`src/rtl/tile_input_ctrl.sv`:
```
// -----------------------------------------------------------------------------
// tile_input_ctrl
//
// Front-end for the tile-matching game. It synchronises and debounces the raw
// DE1 pushbuttons and slide switches. It turns key presses into single-cycle
// select1 / select2 / userquit pulses and tracks the session-active level
// inGameOn. A rising edge of the in-game FSM's gameOver flag ends the session.
//
// Optional feature (macro ONEHOT_GUARD_EN):
//   defined   : sw_error is high while two or more debounced switches are up.
//               It follows SW_db by one cycle. While it is high, select presses
//               are dropped.
//   undefined : sw_error is tied low and selects are never gated by SW.
//
// Ports:
//   CLOCK_50  in   1   system clock
//   clear     in   1   asynchronous active-low reset
//   KEY       in   4   raw pushbuttons, active-low
//                      [0]=quit, [1]=select1, [2]=select2, [3]=start
//   SW        in   10  raw slide switches
//   gameOver  in   1   level from the in-game FSM
//   select1   out  1   one-cycle pulse
//   select2   out  1   one-cycle pulse
//   userquit  out  1   one-cycle pulse
//   inGameOn  out  1   level, session active
//   SW_db     out  10  debounced switch vector
//   sw_error  out  1   more than one debounced switch up
// -----------------------------------------------------------------------------
module tile_input_ctrl #(
  parameter int unsigned DEBOUNCE_CYCLES    = 1000000,
  parameter int unsigned SW_DEBOUNCE_CYCLES = 1000000
) (
  input  logic       CLOCK_50,
  input  logic       clear,
  input  logic [3:0] KEY,
  input  logic [9:0] SW,
  input  logic       gameOver,
  output logic       select1,
  output logic       select2,
  output logic       userquit,
  output logic       inGameOn,
  output logic [9:0] SW_db,
  output logic       sw_error
);

  localparam int unsigned NUM_KEYS  = 4;
  localparam int unsigned NUM_SW    = 10;
  localparam int unsigned KEY_QUIT  = 0;
  localparam int unsigned KEY_SEL1  = 1;
  localparam int unsigned KEY_SEL2  = 2;
  localparam int unsigned KEY_START = 3;

  localparam int unsigned KEY_CNT_W =
    (DEBOUNCE_CYCLES > 1) ? $clog2(DEBOUNCE_CYCLES) : 1;
  localparam int unsigned SW_CNT_W =
    (SW_DEBOUNCE_CYCLES > 1) ? $clog2(SW_DEBOUNCE_CYCLES) : 1;

  localparam logic [KEY_CNT_W-1:0] KEY_CNT_MAX = KEY_CNT_W'(DEBOUNCE_CYCLES - 1);
  localparam logic [SW_CNT_W-1:0]  SW_CNT_MAX  = SW_CNT_W'(SW_DEBOUNCE_CYCLES - 1);

  typedef enum logic {
    ST_IDLE   = 1'b0,
    ST_ACTIVE = 1'b1
  } session_e;

  // ---------------------------------------------------------------------------
  // Key synchronisers and per-key debounce
  // ---------------------------------------------------------------------------
  logic [NUM_KEYS-1:0]                key_meta_q;
  logic [NUM_KEYS-1:0]                key_sync_q;
  logic [NUM_KEYS-1:0]                key_stable_q;
  logic [NUM_KEYS-1:0]                key_stable_d_q;
  logic [NUM_KEYS-1:0][KEY_CNT_W-1:0] key_cnt_q;

  logic [NUM_KEYS-1:0]                key_stable_n;
  logic [NUM_KEYS-1:0][KEY_CNT_W-1:0] key_cnt_n;
  logic [NUM_KEYS-1:0]                key_fall_c;

  // The counter runs only while the synced key disagrees with the stable state.
  // Any agreement restarts it, so only an unbroken run flips the state.
  always_comb begin
    key_stable_n = key_stable_q;
    key_cnt_n    = '0;
    for (int i = 0; i < NUM_KEYS; i++) begin
      if (key_sync_q[i] != key_stable_q[i]) begin
        if (key_cnt_q[i] == KEY_CNT_MAX) begin
          key_stable_n[i] = key_sync_q[i];
        end else begin
          key_cnt_n[i] = key_cnt_q[i] + KEY_CNT_W'(1);
        end
      end
    end
  end

  // Key pipeline: two-flop sync, debounced state, and a delayed copy of that state for edge detection.
  always_ff @(posedge CLOCK_50 or negedge clear) begin
    if (!clear) begin
      key_meta_q     <= '1;
      key_sync_q     <= '1;
      key_stable_q   <= '1;
      key_stable_d_q <= '1;
      key_cnt_q      <= '0;
    end else begin
      key_meta_q     <= KEY;
      key_sync_q     <= key_meta_q;
      key_stable_q   <= key_stable_n;
      key_stable_d_q <= key_stable_q;
      key_cnt_q      <= key_cnt_n;
    end
  end

  // Press = debounced 1->0 transition; release produces nothing.
  assign key_fall_c = key_stable_d_q & ~key_stable_q;

  // ---------------------------------------------------------------------------
  // Switch synchroniser and whole-vector debounce
  // ---------------------------------------------------------------------------
  logic [NUM_SW-1:0]   sw_meta_q;
  logic [NUM_SW-1:0]   sw_sync_q;
  logic [NUM_SW-1:0]   sw_cand_q;
  logic [SW_CNT_W-1:0] sw_cnt_q;

  logic [NUM_SW-1:0]   sw_cand_n;
  logic [SW_CNT_W-1:0] sw_cnt_n;
  logic [NUM_SW-1:0]   sw_db_n;

  // Any change anywhere in the vector reloads the candidate and restarts the count.
  // The counter saturates at its limit, so a settled candidate keeps being re-accepted.
  always_comb begin
    sw_cand_n = sw_cand_q;
    sw_cnt_n  = sw_cnt_q;
    sw_db_n   = SW_db;
    if (sw_sync_q != sw_cand_q) begin
      sw_cand_n = sw_sync_q;
      sw_cnt_n  = '0;
    end else if (sw_cnt_q == SW_CNT_MAX) begin
      sw_db_n = sw_cand_q;
    end else begin
      sw_cnt_n = sw_cnt_q + SW_CNT_W'(1);
    end
  end

  always_ff @(posedge CLOCK_50 or negedge clear) begin
    if (!clear) begin
      sw_meta_q <= '0;
      sw_sync_q <= '0;
      sw_cand_q <= '0;
      sw_cnt_q  <= '0;
      SW_db     <= '0;
    end else begin
      sw_meta_q <= SW;
      sw_sync_q <= sw_meta_q;
      sw_cand_q <= sw_cand_n;
      sw_cnt_q  <= sw_cnt_n;
      SW_db     <= sw_db_n;
    end
  end

  // ---------------------------------------------------------------------------
  // Multiple-switch guard
  // ---------------------------------------------------------------------------
  logic sel_block_c;

`ifdef ONEHOT_GUARD_EN
  logic [3:0] sw_pop_c;
  logic       sw_error_n;
  logic       sw_error_q;

  // Zero or one switch up is legal; two or more block the select keys.
  always_comb begin
    sw_pop_c = '0;
    for (int i = 0; i < NUM_SW; i++) begin
      sw_pop_c = sw_pop_c + 4'(SW_db[i]);
    end
    sw_error_n = (sw_pop_c >= 4'd2);
  end

  always_ff @(posedge CLOCK_50 or negedge clear) begin
    if (!clear) begin
      sw_error_q <= 1'b0;
    end else begin
      sw_error_q <= sw_error_n;
    end
  end

  assign sw_error    = sw_error_q;
  assign sel_block_c = sw_error_q;
`else
  assign sw_error    = 1'b0;
  assign sel_block_c = 1'b0;
`endif

  // ---------------------------------------------------------------------------
  // Session FSM and event arbitration
  // ---------------------------------------------------------------------------
  session_e state_q;
  session_e state_n;
  logic     go_prev_q;
  logic     go_rise_c;
  logic     quit_ev_c;
  logic     start_ev_c;
  logic     sel1_ev_c;
  logic     sel2_ev_c;
  logic     select1_n;
  logic     select2_n;
  logic     userquit_n;

  assign go_rise_c  = gameOver & ~go_prev_q;
  assign quit_ev_c  = key_fall_c[KEY_QUIT];
  assign start_ev_c = key_fall_c[KEY_START];
  assign sel1_ev_c  = key_fall_c[KEY_SEL1];
  assign sel2_ev_c  = key_fall_c[KEY_SEL2];

  // Priority: quit over everything, gameOver edge over start, select1 over select2.
  // userquit is not gated by the session; selects need an active session.
  always_comb begin
    state_n    = state_q;
    select1_n  = 1'b0;
    select2_n  = 1'b0;
    userquit_n = quit_ev_c;
    case (state_q)
      ST_IDLE: begin
        if (start_ev_c && !go_rise_c && !quit_ev_c) begin
          state_n = ST_ACTIVE;
        end
      end
      ST_ACTIVE: begin
        if (quit_ev_c || go_rise_c) begin
          state_n = ST_IDLE;
        end
        if (!quit_ev_c && !sel_block_c) begin
          select1_n = sel1_ev_c;
          select2_n = sel2_ev_c & ~sel1_ev_c;
        end
      end
      default: state_n = ST_IDLE;
    endcase
  end

  always_ff @(posedge CLOCK_50 or negedge clear) begin
    if (!clear) begin
      state_q   <= ST_IDLE;
      go_prev_q <= 1'b0;
      select1   <= 1'b0;
      select2   <= 1'b0;
      userquit  <= 1'b0;
    end else begin
      state_q   <= state_n;
      go_prev_q <= gameOver;
      select1   <= select1_n;
      select2   <= select2_n;
      userquit  <= userquit_n;
    end
  end

  assign inGameOn = (state_q == ST_ACTIVE);

endmodule

```
`config.mk`:
```
export PLATFORM = sky130hd
export DESIGN_NAME = tile_input_ctrl
export DESIGN_NICKNAME = d
export VERILOG_FILES = /design/src/rtl/tile_input_ctrl.sv
export SDC_FILE = /design/constraint.sdc
export NUM_CORES = 1
export LEC_CHECK = 0
export BUFFER_PORTS_ARGS = -buffer_cell sky130_fd_sc_hd__buf_4
export CORE_ASPECT_RATIO = 0.5
export CORE_MARGIN = 8
export CORE_UTILIZATION = 58
export DETAILED_ROUTE_END_ITERATION = 12
export HOLD_SLACK_MARGIN = 0.02
export PLACE_DENSITY = 0.76
export SLEW_MARGIN = 5
export SYNTH_ARGS = -nofsm -noshare
export SYNTH_HDL_FRONTEND = slang
export SYNTH_SLANG_ARGS = --single-unit
export TNS_END_PERCENT = 10
```
`constraint.sdc`:
```
create_clock -name CLOCK_50 -period 5.55 [get_ports CLOCK_50]
set_input_delay 1.665 -clock CLOCK_50 [delete_from_list [all_inputs] [get_ports CLOCK_50]]
set_output_delay 1.665 -clock CLOCK_50 [all_outputs]
set_load 0.05 [all_outputs]
```
==> reports/metrics.yaml, run 1 <==
clock_network:
  cts_resized: 0
  cts_root_buf: "clkbuf_16"
  cts_tree: "yes"
  clock_path_buffers: 2
  cts_made_buffers: 17
  clkTransAtPathRegs_ns: 0.06
  h-tree-depth: 4
  worstSkewPairLatency_ns: 0.41
  clkSinkCount: 161
  cts_hold_buf: 0
  post_cts_buffers: 0
final_layout:
  drive_above_1_share_pct: 16.8
  register_area_sq_um: 4050
  multi_input_area_sq_um: 2880
  insertedDiodeCount: 0
  area_growth_pct: 13.6
  post-route-util_pct: 68.0
  nets: 698
  fillers: 880
  finalNonFillerCells: 854
logic_synthesis:
  muxShareOfSynthArea_pct: 2.22
  synth_compound_area_share_pct: 6.36
  syn_avg_cell_area_sq_um: 11.0
  synth_xor_area_share_pct: 8.88
  synth-edff-count: 0
  ys_ff_latch: 161
  yosys.area_share.adder_pct: 0.881
  synth_top_family_by_area: "simple AND/OR/NAND/NOR gates"
  synth_warnings: 0
  netlist_top_cells_area: "dfrtp_1, dfstp_2, xnor2_1"
  synth_top_area_cell: "dfrtp_1"
  yosysSeqAreaShare_pct: 57.0
  synth_simple_gate_area_share_pct: 22.1
  synth_nets: 668
  synth_cell_types: 48
  ys.flop_type: "dfrtp_1"
  synth_area_sq_um: 7100
  async_reset_ff_share_pct: 100
  synth_top_area_share_pct: 51.1
  synth_cells: 646
placed_design:
  routabilityCongestion: 0.840
  place_inst: 822
  place_hpwl_microns: 8430
  port_buffers: 30
timing:
  slew_headroom_pct: 40.3
  fmax_mhz: 370
  finalSetupTns_ns: 0
  period_needed_ns: 2.71
  rsz0062_at_grt: "false"
  fin_worst_skew_ns: 0.00752
  setup_violations: 0
  final_max_slew_viol_count: 0
  hold_violations: 0
  fin_crit_sh_pct: 48.8
  tightest_slew_ns: 0.896
detailed_routing:
  first_pass_iters: 5
  vias_per_cell: 5.71
  drc: 0
  avgRoutedWirePerCell_microns: 15.0
  drt-initial-drc-count: 333
  wl_microns: 12800
  vias: 4874
  ant_nets: 0
global_route:
  grt_util_met3_pct: 4.33
  antenna_found_initial: 0
  track_usage_pct: 16.6
  grt_max_degree: 105
  gr-usage-met2_pct: 27.9
  grt-ovfl-total: 0
  busiest_layer: "met2"
  grt_pass1_wl_microns: 22400
  use_met1_pct: 20.9
  grt_pass1_vias: 4831
worst_setup_path:
  crit_arrival_ns: 1.04
  cp_slowest_cell: "dfrtp_1"
  crit_type: "reg2out"
  cp.required_ns: 3.88
  cp-end-kind: "primary output"
  critical_path.cell_chain: "buf_4"
  cp_top_family: "flip-flops"
  cp-start-kind: "flip-flop"
  path_max_fanout: 3
  crit_buf_inv: 1
  cpPeakStageDelay_ns: 0.40
floorplanning:
  start_util_pct: 59.8
  die_y_microns: 94.3
  die_w_microns: 173
  rows: 28
  core_sq_um: 11900
  boundaryPins: 32
  die-area_sq_um: 16300
pwr:
  p_per_area_nw_per_um2: 302
  ir_drop_mv: 0.170
  leakagePower_nw: 3.31
  total_power_mw: 2.44
outcome:
  status: "finished clean"
min_path:
  hp-class: "reg2reg"
flow_run:
  cap_violations: 0
-- per-stage QoR --
| stage | setup WS [ns] | area, sq um | hold WS (ns) |
|---|---|---|---|
| floorplan | 3.27 | 7100 | 0.331 |
| global placement | 2.76 | 7480 | 0.334 |
| detailed placement | 2.73 | 7480 | 0.335 |
| CTS | 2.83 | 8070 | 0.347 |
| global route | 2.80 | 8070 | 0.355 |
| finish | 2.84 | 8070 | 0.342 |
-- report_power, final --
group	switching (mW)	internal, mW	total [mW]
registers	0.0160	1.20	1.21
logic	0.0454	0.0216	0.0671
clock network	0.478	0.680	1.16
total	0.540	1.90	2.44
-- placed cells by master (no fill, tap or decap), types with 18 or more instances in the layout --
cell       n
xnor2_1   37
dfrtp_1  145
inv_1     21
nor2_1    74
nand3_1   35
nand2_1   28
nand4_1   28
a21oi_1   32
nor3_1    18
buf_4     33
xor2_1    35
-- routing by layer --
metal | part of all wire (%) | vias up
li1 | - | 2349
met1 | 47 | 2448
met2 | 49 | 67
met3 | 2.9 | 10
met4 | 0.84 | 0
met5 | 0 | -
-- worst paths after layout --
kind / endpoint / from / depth (start not counted) / slack, ns
max: inGameOn / inGameOn$_DFF_PN0_ / 1 / 2.84
min: sw_sync_q[8]$_DFF_PN0_ / sw_meta_q[8]$_DFF_PN0_ / 0 / 0.34
max reg2reg: sw_cnt_q[5]$_DFFE_PN0N_ / sw_cand_q[4]$_DFFE_PN0N_ / 4 / 3.16
min reg2reg: sw_sync_q[8]$_DFF_PN0_ / sw_meta_q[8]$_DFF_PN0_ / 0 / 0.34
max in group asynchronous: sw_meta_q[3]$_DFF_PN0_ / clear / 2 / 3.27
min in group asynchronous: key_cnt_q[60]$_DFF_PN0_ / clear / 1 / 1.35
-- Yosys cell counts (15+ instances only) --
library cell and number:
dfstp_2 16, clkbuf_1 16, nand2_1 28, nor3_1 18, nor2_1 74, o21ai_0 15, xor2_1 35, inv_1 21
nand4_1 28, dfrtp_1 145, nand3_1 35, or3_1 17, xnor2_1 37, a21oi_1 32, nor4_1 16
-- cells by family after synthesis --
| kind of cell | count (synthesis) |
|---|---|
| other | 1 |
| AOI/OAI and AO/OA | 71 |
| buffers and inverters | 44 |
| muxes | 14 |
| DFF | 161 |
| xor gates and xnor gates | 72 |
| adders and majority gates | 5 |
| and+or+nand+nor | 278 |
-- flip-flops by register name, summed over array words and instances (netlist names) --
register,cells
SW_db,10
go_prev_q,1
inGameOn,1
key_cnt_q,80
key_meta_q,4
key_stable_d_q,4
key_stable_q,4
key_sync_q,4
select1,1
select2,1
sw_cand_q,10
sw_cnt_q,20
sw_meta_q,10
sw_sync_q,10
userquit,1
-- layout make-up --
class	instances	area share, %
timing repair buffer	34	3.21
inverter	21	0.977
clock inverter	14	1.92
multi-input combinational	441	35.7
tap	165	2.56
sequential	161	50.2
clock buffer	18	5.44
Power figures use the tool's default switching activity.
==> inputs of run 2 (changes only) <==
==> constraint.sdc (replaced) <==
create_clock -name CLOCK_50 -period 2.8 [get_ports CLOCK_50]
set_input_delay 0.84 -clock CLOCK_50 [delete_from_list [all_inputs] [get_ports CLOCK_50]]
set_output_delay 0.84 -clock CLOCK_50 [all_outputs]
set_load 0.05 [all_outputs]
==> run 2 against run 1 <==
Die area stayed put. Sequential share of layout area fell by 0.52 points. Routed wire length grew 6.1%. Critical path type is now reg2reg. Hold slack about the same.
==> reports/metrics.yaml, run 2 (synthesis gave the netlist of run 1 again) <==
outcome:
  status: "finished clean"
final_layout:
  post-route-util_pct: 68.7
  top_regs: "key_cnt_q (80), sw_cnt_q (20)"
  max_flop_register: "key_cnt_q"
  area_growth_pct: 14.8
  drive_above_1_share_pct: 17.2
  mostFrequentLayoutCells: "dfrtp_1, nor2_1, xnor2_1"
  insertedDiodeCount: 0
  fillers: 841
  final_common_cell: "dfrtp_1"
  largest_reg_flops: 80
  nets: 701
min_path:
  hp-class: "in2async"
placed_design:
  place_hpwl_microns: 8630
  routabilityCongestion: 0.817
  port_buffers: 30
timing:
  rsz0062_at_grt: "false"
  fmax_mhz: 466
  slew_headroom_pct: 47.0
  fin_worst_skew_ns: 0.0119
  setup_violations: 0
  finalSetupTns_ns: 0
  hold_violations: 0
  final_max_slew_viol_count: 0
  tightest_slew_ns: 0.795
  period_needed_ns: 2.14
  fin_crit_sh_pct: 76.6
worst_setup_path:
  crit_type: "reg2reg"
  path_max_fanout: 10
  cp.required_ns: 3.09
  cp-end-kind: "flip-flop"
  crit_arrival_ns: 2.44
  cp-start-kind: "flip-flop"
floorplanning:
  start_util_pct: 59.8
  die_y_microns: 94.3
  rows: 28
  boundaryPins: 32
  core_sq_um: 11900
  die-area_sq_um: 16300
  die_w_microns: 173
global_route:
  grt_max_degree: 60
  grt-ovfl-total: 0
  grt_pass1_vias: 4913
  use_met1_pct: 22.1
  grt_util_met3_pct: 4.69
  antenna_found_initial: 0
  gr-usage-met2_pct: 29.5
  track_usage_pct: 17.7
  grt_pass1_wl_microns: 23600
  busiest_layer: "met2"
detailed_routing:
  vias: 4943
  ant_nets: 0
  drt-initial-drc-count: 369
  drc: 0
  vias_per_cell: 5.77
  first_pass_iters: 4
  wl_microns: 13500
  avgRoutedWirePerCell_microns: 15.8
pwr:
  total_power_mw: 5.01
  leakagePower_nw: 3.36
  ir_drop_mv: 0.358
  p_per_area_nw_per_um2: 614
flow_run:
  cap_violations: 0
clock_network:
  post_cts_buffers: 0
  clkTransAtPathRegs_ns: 0.07
  cts_resized: 0
  cts_hold_buf: 0
  clkSinkCount: 161
  cts_tree: "yes"
  clock_path_buffers: 2
  cts_root_buf: "clkbuf_16"
  cts_made_buffers: 17
  h-tree-depth: 4
  worstSkewPairLatency_ns: 0.41
## run 2: through the flow
step	instances	worst slack, ns	hold slack (ns)	instance area (sq um)
3_3_place_gp	825	0.769	0.333	7520
3_5_place_dp	825	0.717	0.336	7520
6_report	857	0.656	0.343	8160
2_1_floorplan	646	0.874	0.331	7100
5_1_grt	857	0.572	0.358	8160
4_1_cts	857	0.632	0.350	8160
## run 2: report_power, final
part	internal [mW]	switching [mW]
Clock	1.50	0.953
Combinational	0.0488	0.0946
Sequential	2.37	0.0339
## run 2: final cells by class
type / instances / area (sq um) / share of cell area, %
sequential: 161 / 4050 / 49.6
multi-input combinational: 441 / 2880 / 35.4
clock buffer: 17 / 425 / 5.22
timing repair buffer: 37 / 307 / 3.76
clock inverter: 15 / 206 / 2.53
tap: 165 / 206 / 2.53
inverter: 21 / 78.8 / 0.966
## run 2: layer usage
| metal | up-vias | wire, microns |
|---|---|---|
| li1 | 2375 | - |
| met5 | - | 0 |
| met4 | 0 | 161 |
| met3 | 12 | 455 |
| met2 | 80 | 6720 |
| met1 | 2476 | 6210 |
## run 2: critical path: stages, from the launching register on
cell and delay (ns):
dfrtp_1 0.41, ha_1 0.24, nand3_1 0.19, nor4_1 0.56, nand4_4 0.26, mux2_2 0.37
## run 2: final timing paths
check	startpoint	end	slack [ns]	cells after the start
worst max-delay path	sw_cnt_q[0]$_DFFE_PN0N_	SW_db[8]$_DFFE_PN0P_	0.66	5
worst min-delay path	clear	key_cnt_q[67]$_DFF_PN0_	0.34	1
worst max register to register	sw_cnt_q[0]$_DFFE_PN0N_	SW_db[8]$_DFFE_PN0P_	0.66	5
worst min register to register	sw_meta_q[0]$_DFF_PN0_	sw_sync_q[0]$_DFF_PN0_	0.35	0
max in group asynchronous	clear	key_sync_q[2]$_DFF_PN1_	1.76	2
min in group CLOCK_50	sw_meta_q[0]$_DFF_PN0_	sw_sync_q[0]$_DFF_PN0_	0.35	0
